$ cat src/rtl/dbg_step_scan_ctrl.sv
// dbg_step_scan_ctrl: debug host controller that single-steps the core with a
// slow step clock and streams a register-file / PC / INSTR snapshot.
module dbg_step_scan_ctrl #(
   parameter int unsigned PULSE_W = 2,
   parameter int unsigned SETTLE  = 1,
   parameter int unsigned NREGS   = 32
) (
   input  logic        clk,
   input  logic        reset,
   input  logic        cmd_valid,
   output logic        cmd_ready,
   input  logic [1:0]  cmd_op,
   input  logic [7:0]  cmd_count,
   input  logic        abort,
   output logic        step_clk,
   output logic [4:0]  reg_sel,
   input  logic [31:0] reg_bus,
   input  logic [31:0] pc,
   input  logic [10:0] instr,
   output logic        snap_valid,
   input  logic        snap_ready,
   output logic [5:0]  snap_idx,
   output logic [31:0] snap_data,
   output logic        done,
   output logic        aborted,
   output logic        busy
);

   localparam logic [2:0] S_IDLE    = 3'd0;
   localparam logic [2:0] S_STEP_HI = 3'd1;
   localparam logic [2:0] S_STEP_LO = 3'd2;
   localparam logic [2:0] S_SEL     = 3'd3;
   localparam logic [2:0] S_WAIT    = 3'd4;
   localparam logic [2:0] S_OUT     = 3'd5;
   localparam logic [2:0] S_FIN     = 3'd6;

   localparam logic [1:0] OP_NOP       = 2'b00;
   localparam logic [1:0] OP_STEP      = 2'b01;
   localparam logic [1:0] OP_SCAN      = 2'b10;
   localparam logic [1:0] OP_STEP_SCAN = 2'b11;

   localparam logic [3:0] PHASE_LAST  = 4'(PULSE_W - 1);
   localparam logic [2:0] SETTLE_LAST = 3'((SETTLE == 0) ? 0 : SETTLE - 1);
   localparam logic [5:0] IDX_LAST    = 6'(NREGS - 1);
   localparam logic [5:0] IDX_PC      = 6'd32;
   localparam logic [5:0] IDX_INSTR   = 6'd33;

   logic [2:0]  state, next_state;
   logic [1:0]  op_r, next_op;
   logic [7:0]  remaining, next_remaining;
   logic [3:0]  phase, next_phase;
   logic [2:0]  settle, next_settle;
   logic [5:0]  idx, next_idx;
   logic        abort_flag, next_abort_flag;
   logic        abort_hit;
   logic [31:0] capture_data;

   // A pending abort is honoured only while a command is actually running.
   assign abort_hit = abort && (state != S_IDLE) && (state != S_FIN);

   // Snapshot payload source for the current index.
   always_comb begin
      capture_data = reg_bus;
      if (idx == IDX_PC) begin
         capture_data = pc;
      end else if (idx == IDX_INSTR) begin
         capture_data = {21'd0, instr};
      end
   end

   // Next-state and next-counter logic.
   always_comb begin
      next_state      = state;
      next_op         = op_r;
      next_remaining  = remaining;
      next_phase      = phase;
      next_settle     = settle;
      next_idx        = idx;
      next_abort_flag = abort_flag;

      case (state)
         S_IDLE: begin
            if (cmd_valid) begin
               next_op         = cmd_op;
               next_remaining  = cmd_count;
               next_phase      = 4'd0;
               next_settle     = 3'd0;
               next_idx        = 6'd0;
               next_abort_flag = 1'b0;
               case (cmd_op)
                  OP_NOP:       next_state = S_FIN;
                  OP_STEP:      next_state = (cmd_count != 8'd0) ? S_STEP_HI : S_FIN;
                  OP_SCAN:      next_state = S_SEL;
                  OP_STEP_SCAN: next_state = (cmd_count != 8'd0) ? S_STEP_HI : S_SEL;
                  default:      next_state = S_FIN;
               endcase
            end
         end
         S_STEP_HI: begin
            if (phase == PHASE_LAST) begin
               next_phase = 4'd0;
               next_state = S_STEP_LO;
            end else begin
               next_phase = phase + 4'd1;
            end
         end
         S_STEP_LO: begin
            if (phase == PHASE_LAST) begin
               next_phase     = 4'd0;
               next_remaining = remaining - 8'd1;
               if (remaining <= 8'd1) begin
                  next_state = (op_r == OP_STEP_SCAN) ? S_SEL : S_FIN;
               end else begin
                  next_state = S_STEP_HI;
               end
            end else begin
               next_phase = phase + 4'd1;
            end
         end
         S_SEL: begin
            next_settle = 3'd0;
            // PC and INSTR beats are not behind reg_sel, so no settle time.
            if (idx[5] || (SETTLE == 0)) begin
               next_state = S_OUT;
            end else begin
               next_state = S_WAIT;
            end
         end
         S_WAIT: begin
            if (settle == SETTLE_LAST) begin
               next_state = S_OUT;
            end else begin
               next_settle = settle + 3'd1;
            end
         end
         S_OUT: begin
            if (snap_ready) begin
               if (idx == IDX_INSTR) begin
                  next_state = S_FIN;
               end else begin
                  next_state = S_SEL;
                  if (idx == IDX_PC) begin
                     next_idx = IDX_INSTR;
                  end else if (idx == IDX_LAST) begin
                     next_idx = IDX_PC;
                  end else begin
                     next_idx = idx + 6'd1;
                  end
               end
            end
         end
         S_FIN: begin
            next_state = S_IDLE;
         end
         default: begin
            next_state = S_IDLE;
         end
      endcase

      if (abort_hit) begin
         next_state      = S_FIN;
         next_abort_flag = 1'b1;
      end
   end

   // State and counter registers.
   always_ff @(posedge clk or posedge reset) begin
      if (reset) begin
         state      <= S_IDLE;
         op_r       <= OP_NOP;
         remaining  <= 8'd0;
         phase      <= 4'd0;
         settle     <= 3'd0;
         idx        <= 6'd0;
         abort_flag <= 1'b0;
      end else begin
         state      <= next_state;
         op_r       <= next_op;
         remaining  <= next_remaining;
         phase      <= next_phase;
         settle     <= next_settle;
         idx        <= next_idx;
         abort_flag <= next_abort_flag;
      end
   end

   // Registered outputs decoded from the next state so they align with it.
   always_ff @(posedge clk or posedge reset) begin
      if (reset) begin
         step_clk   <= 1'b0;
         snap_valid <= 1'b0;
         snap_idx   <= 6'd0;
         snap_data  <= 32'd0;
         reg_sel    <= 5'd0;
         done       <= 1'b0;
         aborted    <= 1'b0;
         busy       <= 1'b0;
         cmd_ready  <= 1'b1;
      end else begin
         step_clk   <= (next_state == S_STEP_HI);
         snap_valid <= (next_state == S_OUT);
         busy       <= (next_state != S_IDLE);
         cmd_ready  <= (next_state == S_IDLE);
         done       <= (state == S_FIN);
         aborted    <= (state == S_FIN) && abort_flag;
         if ((next_state == S_SEL) && !next_idx[5]) begin
            reg_sel <= next_idx[4:0];
         end
         if ((next_state == S_OUT) && (state != S_OUT)) begin
            snap_idx  <= idx;
            snap_data <= capture_data;
         end
      end
   end

endmodule

$ cat config.mk
export PLATFORM = sky130hd
export DESIGN_NAME = dbg_step_scan_ctrl
export DESIGN_NICKNAME = d
export VERILOG_FILES = /design/src/rtl/dbg_step_scan_ctrl.sv
export SDC_FILE = /design/constraint.sdc
export NUM_CORES = 1
export LEC_CHECK = 0
export CORE_ASPECT_RATIO = 0.6
export CORE_MARGIN = 2
export CORE_UTILIZATION = 32
export CTS_BUF_LIST = sky130_fd_sc_hd__clkbuf_4
export CTS_CLUSTER_DIAMETER = 80
export DETAILED_ROUTE_END_ITERATION = 6
export PLACE_DENSITY_LB_ADDON = 0.05
export SLEW_MARGIN = 10
export SYNTH_ARGS = -nofsm -noshare
export SYNTH_HDL_FRONTEND = slang
export SYNTH_SLANG_ARGS = --single-unit
$ cat constraint.sdc
create_clock -name clk -period 2.8 [get_ports clk]
set_input_delay 0.42 -clock clk [delete_from_list [all_inputs] [get_ports clk]]
set_output_delay 0.42 -clock clk [all_outputs]
set_load 0.05 [all_outputs]
==> results.md, run 1 <==
- Critical Path RT: 3.13 ns
- Max_cap viols: 0
- Slew HR: 0.634
- Number of port buffers: 138
- Number of detailed-route iterations in the first pass: 4
- Top Ports: 139
- Final Max Tran Viols: 0
- Worst Tran Pin Value: 0.542 ns
- Worst-path maximum fanout: 19
- P&R area growth vs syn: 45.9%
- GRT overflow: 0
- CTS H-tree lvls: 3
- Placement Setup Slack: -0.184 ns
- RSZ-0062 raised after global routing: no
- Status: complete, no violations
- Die area: 13900 µm²
- CTS tree: built
- Design Power: 6.46 mW
- Synthesized Nets: 481
- Min-delay worst type: in2async
- Path depth of the worst reg2reg path: 8
- Number of synthesized flops with an enable pin: 0
- Max Fclk: 370 MHz
- Data arrival time of the worst path: 3.03 ns
- Post-route setup slack: 0.0944 ns
- Final hold vios: 0
- DIE HEIGHT: 92.2 µm
- Vias in the first global route: 3406
- Netlist cell types: 58
- Core area: 12800 µm²
- First-pass GRT wire length: 17800 µm
- # nets final: 646
- Cells after synthesis: 384
- DRC violations left: 0
- Vias per inst: 4.76
- Die Wd: 151 µm
- Worst skew pair latency: 0.44 ns
- Fin crit period: 2.71 ns
- Seq cells post-synth: 76
- Total number of vias: 3448
- Crit end category: flip-flop
- Leakage: 2.63 nW
- Post-synthesis sequential area ratio: 0.458
- Clock Skew: 0.0146 ns
- Crit Reg-Reg Endpoint: snap_data[26]$_DFFE_PP0P_
- Antenna violations before repair: 0
- Layout cells sized above 1: 0.193
- Tot GR Track Use: 0.164
- Row cnt: 32
- Worst reg-to-reg setup slack: 0.09 ns
- Register area: 1900 µm²
- Peak VDD IR: 0.508 mV
- Pwr dens: 1070 nW/µm²
- Syn. warnings: 0
- Placed cells: 706
- HPWL after DPL: 8300 µm
- Critical R2R Launch: phase[1]$_DFFE_PP0P_
- TritonCTS Buffers: 9
- Setup violators final: 0
- Multi-input logic area: 2090 µm²
- DRT antenna net count: 0
- CTS sink cnt: 76
- 1st-iter DRT viols: 164
- Initial core utilization: 0.325
- Final hold slack: 0.216 ns
- CP Class: reg2reg
- Startpoint Class: flip-flop
- Non-filler instance count after layout: 724
- WL/cell: 15.4 µm
- Clock buffer depth: 2
- Top FF cell, synth: dfrtp_1
- Layout fillers: 1218
- Fraction of registers with async set/reset: 1.00
- Total Wirelength: 11200 µm
- Placer Congestion: 0.779
- Clock root buffer: clkbuf_4
- Clock Pin Slew Worst Setup and Hold Paths: 0.12 ns
- Synth Area per Inst: 10.8 µm²
- Part of the cycle the worst path needs: 0.966
- Largest net degree at the start of global routing: 65
- Mapped cell area: 4150 µm²
- Antenna fix cells: 0
## registers in the layout (all words and copies together) (netlist names)
signal      cells
snap_valid      1
remaining       8
cmd_ready       1
aborted         1
snap_idx        6
snap_data      32
state           3
phase           4
op_r            2
busy            1
abort_flag      1
idx             6
reg_sel         5
settle          3
step_clk        1
done            1
## worst max path at each step
stage,to,start,cells past startpoint,slack [ns]
6_report,snap_data[26]$_DFFE_PP0P_,phase[1]$_DFFE_PP0P_,8,0.09
3_5_place_dp,snap_data[27]$_DFFE_PP0P_,cmd_count[6],8,-0.18
2_1_floorplan,snap_data[0]$_DFFE_PP0P_,remaining[0]$_DFFE_PP0P_,10,0.36
4_1_cts,snap_data[27]$_DFFE_PP0P_,phase[1]$_DFFE_PP0P_,7,0.03
3_3_place_gp,snap_data[25]$_DFFE_PP0P_,cmd_count[6],8,-0.15
5_1_grt,snap_data[24]$_DFFE_PP0P_,phase[3]$_DFFE_PP0P_,8,0.007
## report_power, final
group          internal, mW  switching (mW)
logic                  1.76            2.25
clock network         0.177           0.402
registers              1.54           0.331
total                  3.48            2.98
## logic make-up (layout without fill, tap and decap cells)
kind of cell | count (synthesis) | in the layout | synth area share
and+or+nand+nor | 116 | 116 | 0.159
xor gates and xnor gates | 2 | 2 | 0.00422
muxes | 55 | 55 | 0.164
DFF | 76 | 76 | 0.458
adders and majority gates | 7 | 7 | 0.0211
AOI/OAI and AO/OA | 95 | 95 | 0.153
buffers and inverters | 33 | 203 | 0.0416
## worst max-delay path, cell delays in order, from the launching register on
cell and delay, ns:
dfrtp_1 0.47, or4b_4 0.58, a31oi_1 0.19, o22ai_1 0.09
and3b_2 0.33, nor4b_4 0.20, buf_4 0.19, clkbuf_16 0.19
mux2_2 0.34
## stage by stage
step                      utilization  area (µm²)  TNS [ns]
final                           0.474        6060         0
after global routing            0.474        6060         0
after CTS                       0.471        6010         0
after detailed placement        0.462        5900     -6.86
after global placement          0.462        5900     -5.48
after floorplan                     -        4150         0
## routing by layer
metal | wire length (µm) | part of all wire | track usage | vias to the layer above
met5 | 0 | 0 | 0 | -
met1 | 5600 | 0.50 | 0.241 | 1621
met4 | 133 | 0.012 | 0.0444 | 0
met2 | 4660 | 0.42 | 0.233 | 88
li1 | - | - | - | 1727
met3 | 786 | 0.070 | 0.0493 | 12
## synthesized netlist by cell type (all sizes together), types with 2 or more instances
| cell type | number | share of area |
|---|---|---|
| nand3 | 9 | 0.011 |
| a31oi | 4 | 0.0060 |
| ha | 7 | 0.021 |
| and3b | 3 | 0.0066 |
| nor2 | 19 | 0.017 |
| nor4 | 2 | 0.0066 |
| nor4b | 6 | 0.023 |
| nor3b | 2 | 0.0048 |
| and3 | 2 | 0.0030 |
| o211ai | 2 | 0.0036 |
| a22oi | 2 | 0.0036 |
| mux2 | 43 | 0.13 |
| o21ai | 34 | 0.041 |
| a22o | 21 | 0.044 |
| nand2b | 7 | 0.011 |
| o31ai | 4 | 0.0072 |
| and2 | 4 | 0.0060 |
| nand2 | 42 | 0.038 |
| xor2 | 2 | 0.0042 |
| mux2i | 12 | 0.029 |
| dfrtp | 75 | 0.45 |
| nor3 | 6 | 0.0084 |
| inv | 13 | 0.012 |
| a21boi | 2 | 0.0036 |
| a21oi | 14 | 0.017 |
| buf | 10 | 0.021 |
| o41ai | 2 | 0.0060 |
| clkbuf | 10 | 0.0090 |
| or4 | 2 | 0.0036 |
| a21o | 3 | 0.0054 |
| nor2b | 6 | 0.0090 |
## layout by cell type (no fill, tap or decap), types with 2 or more instances in the layout
| cell | count |
|---|---|
| clkdlybuf4s50_1 | 138 |
| dfrtp_1 | 75 |
| nand2_1 | 42 |
| o21ai_0 | 33 |
| buf_4 | 33 |
| mux2_2 | 23 |
| a22o_1 | 21 |
| mux2_4 | 20 |
| nor2_1 | 19 |
| a21oi_1 | 14 |
| inv_1 | 12 |
| mux2i_1 | 12 |
| nand3_1 | 9 |
| clkbuf_4 | 9 |
| nand2b_1 | 7 |
| ha_1 | 7 |
| nor2b_1 | 6 |
| nor3_1 | 5 |
| and2_1 | 4 |
| a31oi_1 | 4 |
| o31ai_1 | 4 |
| clkinv_2 | 4 |
| a21o_1 | 3 |
| nor4b_2 | 2 |
| nor4b_4 | 2 |
| a22oi_1 | 2 |
| and3b_1 | 2 |
| or4_1 | 2 |
| nor4b_1 | 2 |
| o211ai_1 | 2 |
| a21boi_0 | 2 |
| and3_1 | 2 |
| xor2_1 | 2 |
| clkinvlp_4 | 2 |
| buf_12 | 2 |
## final cells by class
cell class              instances  share of cell area
well taps                     170              0.0351
clock buffers                   9              0.0112
multi-input cells             275               0.344
inverters                      13             0.00826
flip-flops and latches         76               0.314
repair buffers                174               0.280
clock inverters                 7             0.00702
## timing repair
| action | in CTS | in global routing |
|---|---|---|
| hold endpoints to repair | 0 | 0 |
| resized for setup | 0 | 5 |
| buffers inserted | 0 | 1 |
| setup endpoints to repair | 0 | 43 |
| hold buffers | 0 | 0 |
(Power assumes the default switching activity.)
==> run 2, diff against run 1 <==
--- a/config.mk
+++ b/config.mk
@@ -7,7 +7,7 @@
 export LEC_CHECK = 0
 export CORE_ASPECT_RATIO = 0.6
 export CORE_MARGIN = 2
-export CORE_UTILIZATION = 32
+export CORE_UTILIZATION = 48
 export CTS_BUF_LIST = sky130_fd_sc_hd__clkbuf_4
 export CTS_CLUSTER_DIAMETER = 80
 export DETAILED_ROUTE_END_ITERATION = 6
==> run 2 against run 1 <==
Effect of this change: sequential cell count unchanged; sequential share of layout area up 0.49 points; hold slack better by 0.13 ns; sequential power is essentially flat; routed wire length down 5.0%; non-clock buffer count is the same; die area down 32%; total power decreased by 0.56%; critical path type unchanged; clock-buffer cell count rose by 3.
==> results.md, run 2 (synthesis gave the netlist of run 1 again) <==
- Post-route setup slack: 0.0656 ns (was 0.0944 ns)
- Gate power share: 0.621 (about the same)
- Part of the power in the clock network: 0.087 (was 0.090)
- Clock root buffer: clkbuf_4 (unchanged)
- Design Power: 6.43 mW (was 6.46 mW)
- Clock buffer depth: 2 (unchanged)
- RSZ-0062 raised after global routing: yes (was no)
- CTS H-tree lvls: 3 (unchanged)
- CTS tree: built (unchanged)
- Net load switching power: 2.94 mW (was 2.98 mW)
- CTS sink cnt: 76 (unchanged)
- Layout fillers: 649 (was 1218)
- Placer Congestion: 0.915 (was 0.779)
- Setup TNS: 0 ns (unchanged)
- Die Wd: 124 µm (was 151 µm)
- Critical Path RT: 3.11 ns (was 3.13 ns)
- Number of port buffers: 138 (unchanged)
- Tot GR Track Use: 0.231 (was 0.164)
- Fin crit period: 2.73 ns (was 2.71 ns)
- Peak VDD IR: 0.527 mV (was 0.508 mV)
- Hold Buf Count CTS: 0 (unchanged)
- Worst Tran Pin Value: 0.653 ns (was 0.542 ns)
- Switch share: 0.457 (was 0.462)
- Worst-path maximum fanout: 14 (was 19)
- Data arrival time of the worst path: 3.05 ns (was 3.03 ns)
- Number of detailed-route iterations in the first pass: 4 (unchanged)
- First-pass GRT wire length: 17000 µm (was 17800 µm)
- Die area: 9430 µm² (was 13900 µm²)
- Most frequent cells in the layout: clkdlybuf4s50_1, dfrtp_1, nand2_1 (unchanged)
- Startpoint Class: flip-flop (unchanged)
- P&R area growth vs syn: 43.6% (was 45.9%)
- Antenna violations before repair: 1 (was 0)
- Largest net degree at the start of global routing: 52 (was 65)
- Crit end category: flip-flop (unchanged)
- Biggest regs: snap_data: 32 flops, remaining: 8 flops (unchanged)
- Max reg flops: 32 (unchanged)
- Pwr dens: 1080 nW/µm² (was 1070 nW/µm²)
- Leakage: 2.63 nW (about the same)
- Layout cells sized above 1: 0.192 (was 0.193)
- Max_cap viols: 0 (unchanged)
- Core area: 8460 µm² (was 12800 µm²)
- WL/cell: 15.9 µm (was 15.4 µm)
- # nets final: 646 (unchanged)
- Total Wirelength: 10600 µm (was 11200 µm)
- Critical R2R Launch: phase[3]$_DFFE_PP0P_ (was phase[1]$_DFFE_PP0P_)
- DIE HEIGHT: 76.0 µm (was 92.2 µm)
- DRT antenna net count: 0 (unchanged)
- Total number of vias: 3544 (was 3448)
- Setup violators final: 0 (unchanged)
- TritonCTS Buffers: 9 (unchanged)
- Sequential power share: 0.292 (was 0.290)
- Worst skew pair latency: 0.43 ns (was 0.44 ns)
- Final Max Tran Viols: 0 (unchanged)
- Commonest non-fill, non-tap cell in the layout: clkdlybuf4s50_1 (unchanged)
- Vias per inst: 5.32 (was 4.76)
- Placed Area: 5820 µm² (was 5900 µm²)
- Row cnt: 26 (was 32)
- Clock Skew: 0.0195 ns (was 0.0146 ns)
- Status: complete, no violations (unchanged)
- Initial core utilization: 0.491 (was 0.325)
- Max Fclk: 366 MHz (was 370 MHz)
- Top Ports: 139 (unchanged)
- Top reg by flops: snap_data (unchanged)
- GRT overflow: 0 (unchanged)
- Clock Pin Slew Worst Setup and Hold Paths: 0.12 ns (about the same)
- HPWL after DPL: 7940 µm (was 8300 µm)
- Slew HR: 0.565 (was 0.634)
- Final hold vios: 0 (unchanged)
- Placement Setup Slack: -0.147 ns (was -0.184 ns)
- DRC violations left: 0 (unchanged)
- 1st-iter DRT viols: 177 (was 164)
- CP Class: reg2reg (unchanged)
- Cell Int Power: 3.49 mW (was 3.48 mW)
- Core Util, Final: 0.705 (was 0.474)
- Part of the cycle the worst path needs: 0.977 (was 0.966)
- Min-delay worst type: in2async (unchanged)
- Vias in the first global route: 3301 (was 3406)
- CP Launch Point: phase[3]$_DFFE_PP0P_ (was phase[1]$_DFFE_PP0P_)
- Final Instance Area: 5960 µm² (was 6060 µm²)
==> run 2: changes by cell type in the layout (fill, tap and decap cells not counted), sizes merged <==
cell,delta
clkbuf,+3
clkinv,-2
clkinvlp,-2
diode,+1
==> run 2: final cells by class <==
type | instances | area (µm²) | area share
repair buffers | 174 | 1680 | 0.282
clock buffers | 12 | 90.1 | 0.0151
multi-input cells | 275 | 2080 | 0.349
well taps | 112 | 140 | 0.0235
diodes | 1 | 2.50 | 0.000420
flip-flops and latches | 76 | 1900 | 0.319
inverters | 13 | 48.8 | 0.00818
clock inverters | 3 | 15.0 | 0.00252
==> run 2: what timing repair did <==
action,CTS,global route
resized for setup,0,1
setup buffers,0,1
setup endpoints to repair,0,23
endpoints found under the hold margin,0,0
==> run 2: worst max-delay path: stages, from the launching register on <==
cell and delay, ns:
dfrtp_1 0.44, or4b_1 0.63, a31oi_1 0.24, o22ai_1 0.10, and3b_2 0.30, nor4b_4 0.20, buf_4 0.18, clkbuf_16 0.19
mux2_2 0.34
==> run 2: path summary, 6_finish.rpt <==
| check | slack (ns) | endpoint | cells after the start |
|---|---|---|---|
| worst min register to register | 0.49 | abort_flag$_DFFE_PP0P_ | 2 |
| min in group clk | 0.49 | abort_flag$_DFFE_PP0P_ | 2 |
| max in group asynchronous | 1.86 | snap_idx[1]$_DFFE_PP0P_ | 3 |
| worst max-delay path | 0.07 | snap_data[27]$_DFFE_PP0P_ | 8 |
| worst max register to register | 0.07 | snap_data[27]$_DFFE_PP0P_ | 8 |
| worst min-delay path | 0.35 | abort_flag$_DFFE_PP0P_ | 3 |
==> run 2: power groups by stage <==
stage               Combinational, mW  Sequential, mW  Clock, mW
floorplan                        1.66            2.86          0
global placement                 3.86            1.88          0
detailed placement               3.92            1.89          0
CTS                              3.94            1.88      0.581
global route                     4.26            1.95      0.630
finish                           3.99            1.88      0.557
==> run 2: metal layers <==
| layer | share of wire | track usage | up-vias |
|---|---|---|---|
| met4 | 0.0072 | 0.0348 | 0 |
| met5 | 0 | 0 | - |
| met2 | 0.43 | 0.322 | 113 |
| met3 | 0.081 | 0.0696 | 9 |
| met1 | 0.49 | 0.359 | 1700 |
| li1 | - | - | 1722 |
==> run 2: stage by stage <==
stage,cells,hold slack (ns)
after floorplan,384,0.439
after global placement,648,0.457
after detailed placement,648,0.464
after CTS,663,0.341
after global routing,666,0.357
final,666,0.349
==> run 3, diff against run 2 <==
--- a/config.mk
+++ b/config.mk
@@ -12,6 +12,7 @@
 export CTS_CLUSTER_DIAMETER = 80
 export DETAILED_ROUTE_END_ITERATION = 6
 export PLACE_DENSITY_LB_ADDON = 0.05
+export SETUP_SLACK_MARGIN = 0.05
 export SLEW_MARGIN = 10
 export SYNTH_ARGS = -nofsm -noshare
 export SYNTH_HDL_FRONTEND = slang
==> run 3 against run 2 <==
Effect of this change: hold slack worse by 0.0029 ns; clock skew about the same; critical endpoint unchanged; critical path type unchanged; sequential share of layout area fell by 0.093 points; sequential cell count stayed put; non-clock buffer count rose by 1; setup slack gained 0.037 ns.
==> results.md, run 3 (synthesis gave the netlist of run 1 again) <==
- Setup violators final: 0 (unchanged)
- Slowest-stage cell, CP: or4b_4 (was or4b_1)
- Status: complete, no violations (unchanged)
- GRT overflow: 0 (unchanged)
- P&R area growth vs syn: 44.1% (was 43.6%)
- Part of the cycle the worst path needs: 0.963 (was 0.977)
- Top Ports: 139 (unchanged)
- WL/cell: 16.0 µm (was 15.9 µm)
- Worst path cell trace: or4b_4 -> a31oi_1 -> o22ai_1 -> and3b_2 -> nor4b_4 -> buf_4 -> clkbuf_16 -> mux2_2 (was or4b_1 -> a31oi_1 -> o22ai_1 -> and3b_2 -> nor4b_4 -> buf_4 -> clkbuf_16 -> mux2_2)
- Final hold slack: 0.346 ns (was 0.349 ns)
- Design Power: 6.46 mW (was 6.43 mW)
- Most frequent cells in the layout: clkdlybuf4s50_1, dfrtp_1, nand2_1 (unchanged)
- Total Wirelength: 10700 µm (was 10600 µm)
- CTS sink cnt: 76 (unchanged)
- Fin crit period: 2.70 ns (was 2.73 ns)
- Setup TNS: 0 ns (unchanged)
- Core area: 8460 µm² (unchanged)
- Placer Congestion: 0.915 (unchanged)
- Slew HR: 0.562 (was 0.565)
- Tot GR Track Use: 0.231 (unchanged)
- Commonest non-fill, non-tap cell in the layout: clkdlybuf4s50_1 (unchanged)
- Number of port buffers: 138 (unchanged)
- Peak VDD IR: 0.492 mV (was 0.527 mV)
- Core Util, Final: 0.707 (was 0.705)
- Startpoint Class: flip-flop (unchanged)
- DRT antenna net count: 0 (unchanged)
- Max_cap viols: 0 (unchanged)
- Critical Path RT: 3.12 ns (was 3.11 ns)
- Largest net degree at the start of global routing: 52 (unchanged)
- Top reg by flops: snap_data (unchanged)
- Row cnt: 26 (unchanged)
- Total number of vias: 3540 (was 3544)
- Clock Skew: 0.0192 ns (was 0.0195 ns)
- Worst-path maximum fanout: 14 (unchanged)
- Vias per inst: 5.31 (was 5.32)
- 1st-iter DRT viols: 180 (was 177)
- TritonCTS Buffers: 9 (unchanged)
- Antenna violations before repair: 1 (unchanged)
- CP Class: reg2reg (unchanged)
- First-pass GRT wire length: 17000 µm (unchanged)
- Vias in the first global route: 3301 (unchanged)
- Non-filler instance count after layout: 667 (was 666)
- DRC violations left: 0 (unchanged)
- Multi-input logic area: 2090 µm² (was 2080 µm²)
- Leakage: 2.64 nW (was 2.63 nW)
- Data arrival time of the worst path: 3.01 ns (was 3.05 ns)
- Crit path buf inv count: 2 (unchanged)
- Layout fillers: 647 (was 649)
- CTS tree: built (unchanged)
- RSZ-0062 raised after global routing: no (was yes)
- Placed cells: 648 (unchanged)
- Biggest regs: snap_data: 32 flops, remaining: 8 flops (unchanged)
- Final Instance Area: 5980 µm² (was 5960 µm²)
- Final Max Tran Viols: 0 (unchanged)
- Worst Tran Pin Value: 0.657 ns (was 0.653 ns)
- Pwr dens: 1080 nW/µm² (about the same)
- Final hold vios: 0 (unchanged)
- Register area: 1900 µm² (unchanged)
- Post-route setup slack: 0.103 ns (was 0.0656 ns)
- # nets final: 647 (was 646)
- Clock root buffer: clkbuf_4 (unchanged)
- Max reg flops: 32 (unchanged)
- Max Fclk: 371 MHz (was 366 MHz)
- Initial core utilization: 0.491 (unchanged)
- Clock Pin Slew Worst Setup and Hold Paths: 0.12 ns (about the same)
- Die area: 9430 µm² (unchanged)
- Crit end category: flip-flop (unchanged)
- Layout cells sized above 1: 0.197 (was 0.192)
- Placed Area: 5820 µm² (unchanged)
- HPWL after DPL: 7940 µm (unchanged)
- Die Wd: 124 µm (unchanged)
- CP delay by family, top: simple AND/OR/NAND/NOR gates (unchanged)
- Placement Setup Slack: -0.147 ns (unchanged)
- Min-delay worst type: in2async (unchanged)
- Critical Path Max Stage Delay: 0.59 ns (was 0.63 ns)
- DIE HEIGHT: 76.0 µm (unchanged)
- Worst skew pair latency: 0.43 ns (about the same)
- CTS H-tree lvls: 3 (unchanged)
- Clock buffer depth: 2 (unchanged)
- Number of detailed-route iterations in the first pass: 5 (was 4)
[run 3: cell count changes in the layout (fill, tap and decap cells not counted)]
cell | before | now
buf_4 | 34 | 35
nor4b_1 | 2 | 1
nor4b_2 | 2 | 3
or4b_1 | 1 | 0
or4b_4 | 0 | 1
[run 3: worst register-to-register path, cell delays in order (launching register included)]
cell       delay, ns
dfrtp_1         0.44
or4b_4          0.59
a31oi_1         0.24
o22ai_1         0.10
and3b_2         0.30
nor4b_4         0.20
buf_4           0.18
clkbuf_16       0.19
mux2_2          0.35
[run 3: final timing paths]
path	endpoint	slack, ns	cells after the start	startpoint
worst max-delay path	snap_data[27]$_DFFE_PP0P_	0.10	8	phase[3]$_DFFE_PP0P_
worst min-delay path	abort_flag$_DFFE_PP0P_	0.35	3	reset
worst max register to register	snap_data[27]$_DFFE_PP0P_	0.10	8	phase[3]$_DFFE_PP0P_
max in group asynchronous	snap_idx[1]$_DFFE_PP0P_	1.86	3	reset
worst min register to register	abort_flag$_DFFE_PP0P_	0.49	2	abort_flag$_DFFE_PP0P_
min in group clk	abort_flag$_DFFE_PP0P_	0.49	2	abort_flag$_DFFE_PP0P_
[run 3: final cells by class]
class	count	area share
diodes	1	0.000418
flip-flops and latches	76	0.318
well taps	112	0.0234
clock buffers	12	0.0151
multi-input cells	275	0.350
repair buffers	175	0.282
clock inverters	3	0.00251
inverters	13	0.00816
[run 3: metal layers]
| layer | global-route usage | vias up | part of all wire |
|---|---|---|---|
| li1 | - | 1720 | - |
| met1 | 0.359 | 1694 | 0.49 |
| met2 | 0.322 | 113 | 0.42 |
| met3 | 0.0696 | 13 | 0.078 |
| met4 | 0.0348 | 0 | 0.0087 |
| met5 | 0 | - | 0 |
[run 3: what timing repair did]
action | in CTS | in global routing
hold buffers | 0 | 0
endpoints found under the setup margin | 0 | 36
buffers inserted | 0 | 2
endpoints found under the hold margin | 0 | 0
gates resized for setup | 0 | 3
[run 3: power breakdown]
group	switching, mW	internal [mW]	leakage [nW]
Clock	0.353	0.204	0.0669
Combinational	2.26	1.76	1.61
Sequential	0.335	1.54	0.959
Total	2.95	3.51	2.64
==> RTL edit: new RTL, config.mk and constraints of run 2 <==
Make the reset (`reset`) synchronous in 2 clocked blocks.
--- a/src/rtl/dbg_step_scan_ctrl.sv
+++ b/src/rtl/dbg_step_scan_ctrl.sv
@@ -164,7 +164,7 @@
    end
 
    // State and counter registers.
-   always_ff @(posedge clk or posedge reset) begin
+   always_ff @(posedge clk) begin
       if (reset) begin
          state      <= S_IDLE;
          op_r       <= OP_NOP;
@@ -185,7 +185,7 @@
    end
 
    // Registered outputs decoded from the next state so they align with it.
-   always_ff @(posedge clk or posedge reset) begin
+   always_ff @(posedge clk) begin
       if (reset) begin
          step_clk   <= 1'b0;
          snap_valid <= 1'b0;
Function: differs if reset is asserted again (counterexample within 4 cycles, from zero or initial values and one cycle with reset high); with reset held inactive, the same outputs for 10 cycles.
==> RTL edit against run 2 <==
Total power down 9.6%; final area is 3.9% lower; non-clock buffer count down 6; sequential cell count unchanged; synthesized cell count up 21%; routed wire length up 7.8%; worst setup slack gained 96 ps; count of clock-buffer cells in the layout down 1; cell count grew 7.8%; area after synthesis down 4.0%; via count rose by 15%; critical endpoint is now reg_sel[0]$_SDFFE_PP0P_; largest cell class unchanged.
==> RTL edit: results (changes against run 2) <==
\begin{tabular}{lr}
\hline
Metric & Value \\
\hline
\multicolumn{2}{l}{\textbf{Setup path}} \\
CP arrival & 2950 ps (-100 ps) \\
Max stage delay on crit path & 580 ps (-50 ps) \\
\multicolumn{2}{l}{\textbf{Synthesis}} \\
Part of the Yosys area used for sequential elements & 38.17\% (-7.7 points) \\
Synth async-reset ratio & 0\% (-100 points) \\
Number of nets produced by synthesis & 561 (+17\%) \\
Number of standard cells after synthesis & 464 (+21\%) \\
Synth cell count leaders & sky130\_fd\_sc\_hd\_\_dfxtp\_1, sky130\_fd\_sc\_hd\_\_nor2\_1, sky130\_fd\_sc\_hd\_\_a211oi\_1 \\
Unique cell type count in the Yosys netlist & 57 (-1.7\%) \\
Top flip-flop cell by instance count after synthesis & sky130\_fd\_sc\_hd\_\_dfxtp\_1 \\
Top area cells in the synthesized netlist & sky130\_fd\_sc\_hd\_\_dfxtp\_1, sky130\_fd\_sc\_hd\_\_a211oi\_1, sky130\_fd\_sc\_hd\_\_a21oi\_1, sky130\_fd\_sc\_hd\_\_a22oi\_1, sky130\_fd\_sc\_hd\_\_mux2\_1 \\
\multicolumn{2}{l}{\textbf{Power and ir drop}} \\
Leakage Power & 2.082 nW (-21\%) \\
Worst supply voltage drop on vdd & 878.0 uV (+67\%) \\
\multicolumn{2}{l}{\textbf{Detailed routing}} \\
Via density per instance & 5.674 (+6.6\%) \\
WL final & 11450 um (+7.8\%) \\
Starting DRT DRC Count & 266 (+50\%) \\
\multicolumn{2}{l}{\textbf{Cells and area}} \\
FILL cells & 657 (+1.2\%) \\
Diodes inserted & 0 (-1) \\
Proportion of layout cells with a drive suffix above 1 & 10.16\% (-9.0 points) \\
Final standard cell count with taps included and fillers excluded & 718 (+7.8\%) \\
\# nets final & 703 (+8.8\%) \\
Biggest registers after layout & snap\_data x32, remaining x8 \\
\multicolumn{2}{l}{\textbf{Global routing}} \\
Met2 track demand over resource & 41.64\% (+9.4 points) \\
M3 GR Usage & 7.975\% (+1.0 points) \\
Met1 usage & 34.24\% (-1.7 points) \\
Largest net degree at the start of global routing & 32 (-38\%) \\
Initial antenna violation count & 0 (-1) \\
Vias in the first global route & 3816 (+16\%) \\
Overall fraction of global-route tracks in use & 25.71\% (+2.6 points) \\
First-pass GRT wire length & 18310 um (+7.8\%) \\
\multicolumn{2}{l}{\textbf{Placed design}} \\
HPWL Detailed & 8473 um (+6.7\%) \\
Final estimated routing congestion in global placement & 0.9158 (about the same) \\
Post-detailed-placement cell area & 5629 um\^{}2 (-3.2\%) \\
\multicolumn{2}{l}{\textbf{Status}} \\
Run status & finished, final reports clean \\
\multicolumn{2}{l}{\textbf{Clock tree}} \\
Number of CTS-inserted buffers & 9 (unchanged) \\
Clock root buffer & sky130\_fd\_sc\_hd\_\_clkbuf\_4 \\
\multicolumn{2}{l}{\textbf{STA}} \\
Maximum clock skew at final layout & 8.760 ps (-10.77 ps) \\
Max-Slew Margin vs Limit & 46.96\% (-9.5 points) \\
\multicolumn{2}{l}{\textbf{Worst hold path}} \\
Worst min path class & in -> reg \\
\hline
\end{tabular}
-- RTL edit: layout make-up --
cell class,count,area share [%]
Clock inverter,4,0.3057
Tap cell,108,2.359
Multi-Input combinational cell,341,39.86
Sequential cell,76,26.56
Clock buffer,11,1.441
Timing Repair Buffer,168,28.83
Inverter,10,0.6552
-- RTL edit: power groups by stage --
stage	Clock (W)	Combinational, W	Sequential, W
2_1_floorplan	0	0.00165	0.00226
3_3_place_gp	0	0.00355	0.00161
3_5_place_dp	0	0.00363	0.00161
4_1_cts	0.000557	0.00365	0.00159
5_1_grt	0.000614	0.00391	0.00164
6_report	0.000543	0.00367	0.00160
-- RTL edit: path summary, 6_finish.rpt --
check                              from                        to  slack (ps)
hold reg to reg    op_r[1]$_SDFFE_PP0P_      op_r[1]$_SDFFE_PP0P_         470
setup reg to reg  phase[1]$_SDFFE_PP0P_   reg_sel[0]$_SDFFE_PP0P_         160
hold / removal                    reset  snap_idx[5]$_SDFFE_PP0P_         320
setup / recovery  phase[1]$_SDFFE_PP0P_   reg_sel[0]$_SDFFE_PP0P_         160
-- RTL edit: cells by family after synthesis --
| logic type | count (synthesis) | synth area share, % |
|---|---|---|
| compound gates | 154 | 25.77 |
| simple gates | 150 | 21.19 |
| flops | 76 | 38.17 |
| buf+inv | 47 | 4.708 |
| mux | 27 | 7.282 |
| fa+ha+maj | 8 | 2.448 |
| xor+xnor | 2 | 0.4395 |
-- RTL edit: through the flow --
stage,hold slack [ps],util [%],TNS (ps),total power (W)
after floorplan,430.5,-,0,0.003913
after global placement,444.6,70.57,-659.4,0.005161
after detailed placement,452.7,70.57,-991.4,0.005241
after CTS,289.7,71.83,0,0.005800
after global routing,282.9,71.83,0,0.006162
final,319.7,71.83,0,0.005809
-- RTL edit: layer usage --
layer  wire [um]  part of all wire, %
met5           0                    0
met4          21                 0.18
met3         777                  6.8
met2        5316                   46
met1        5335                   47
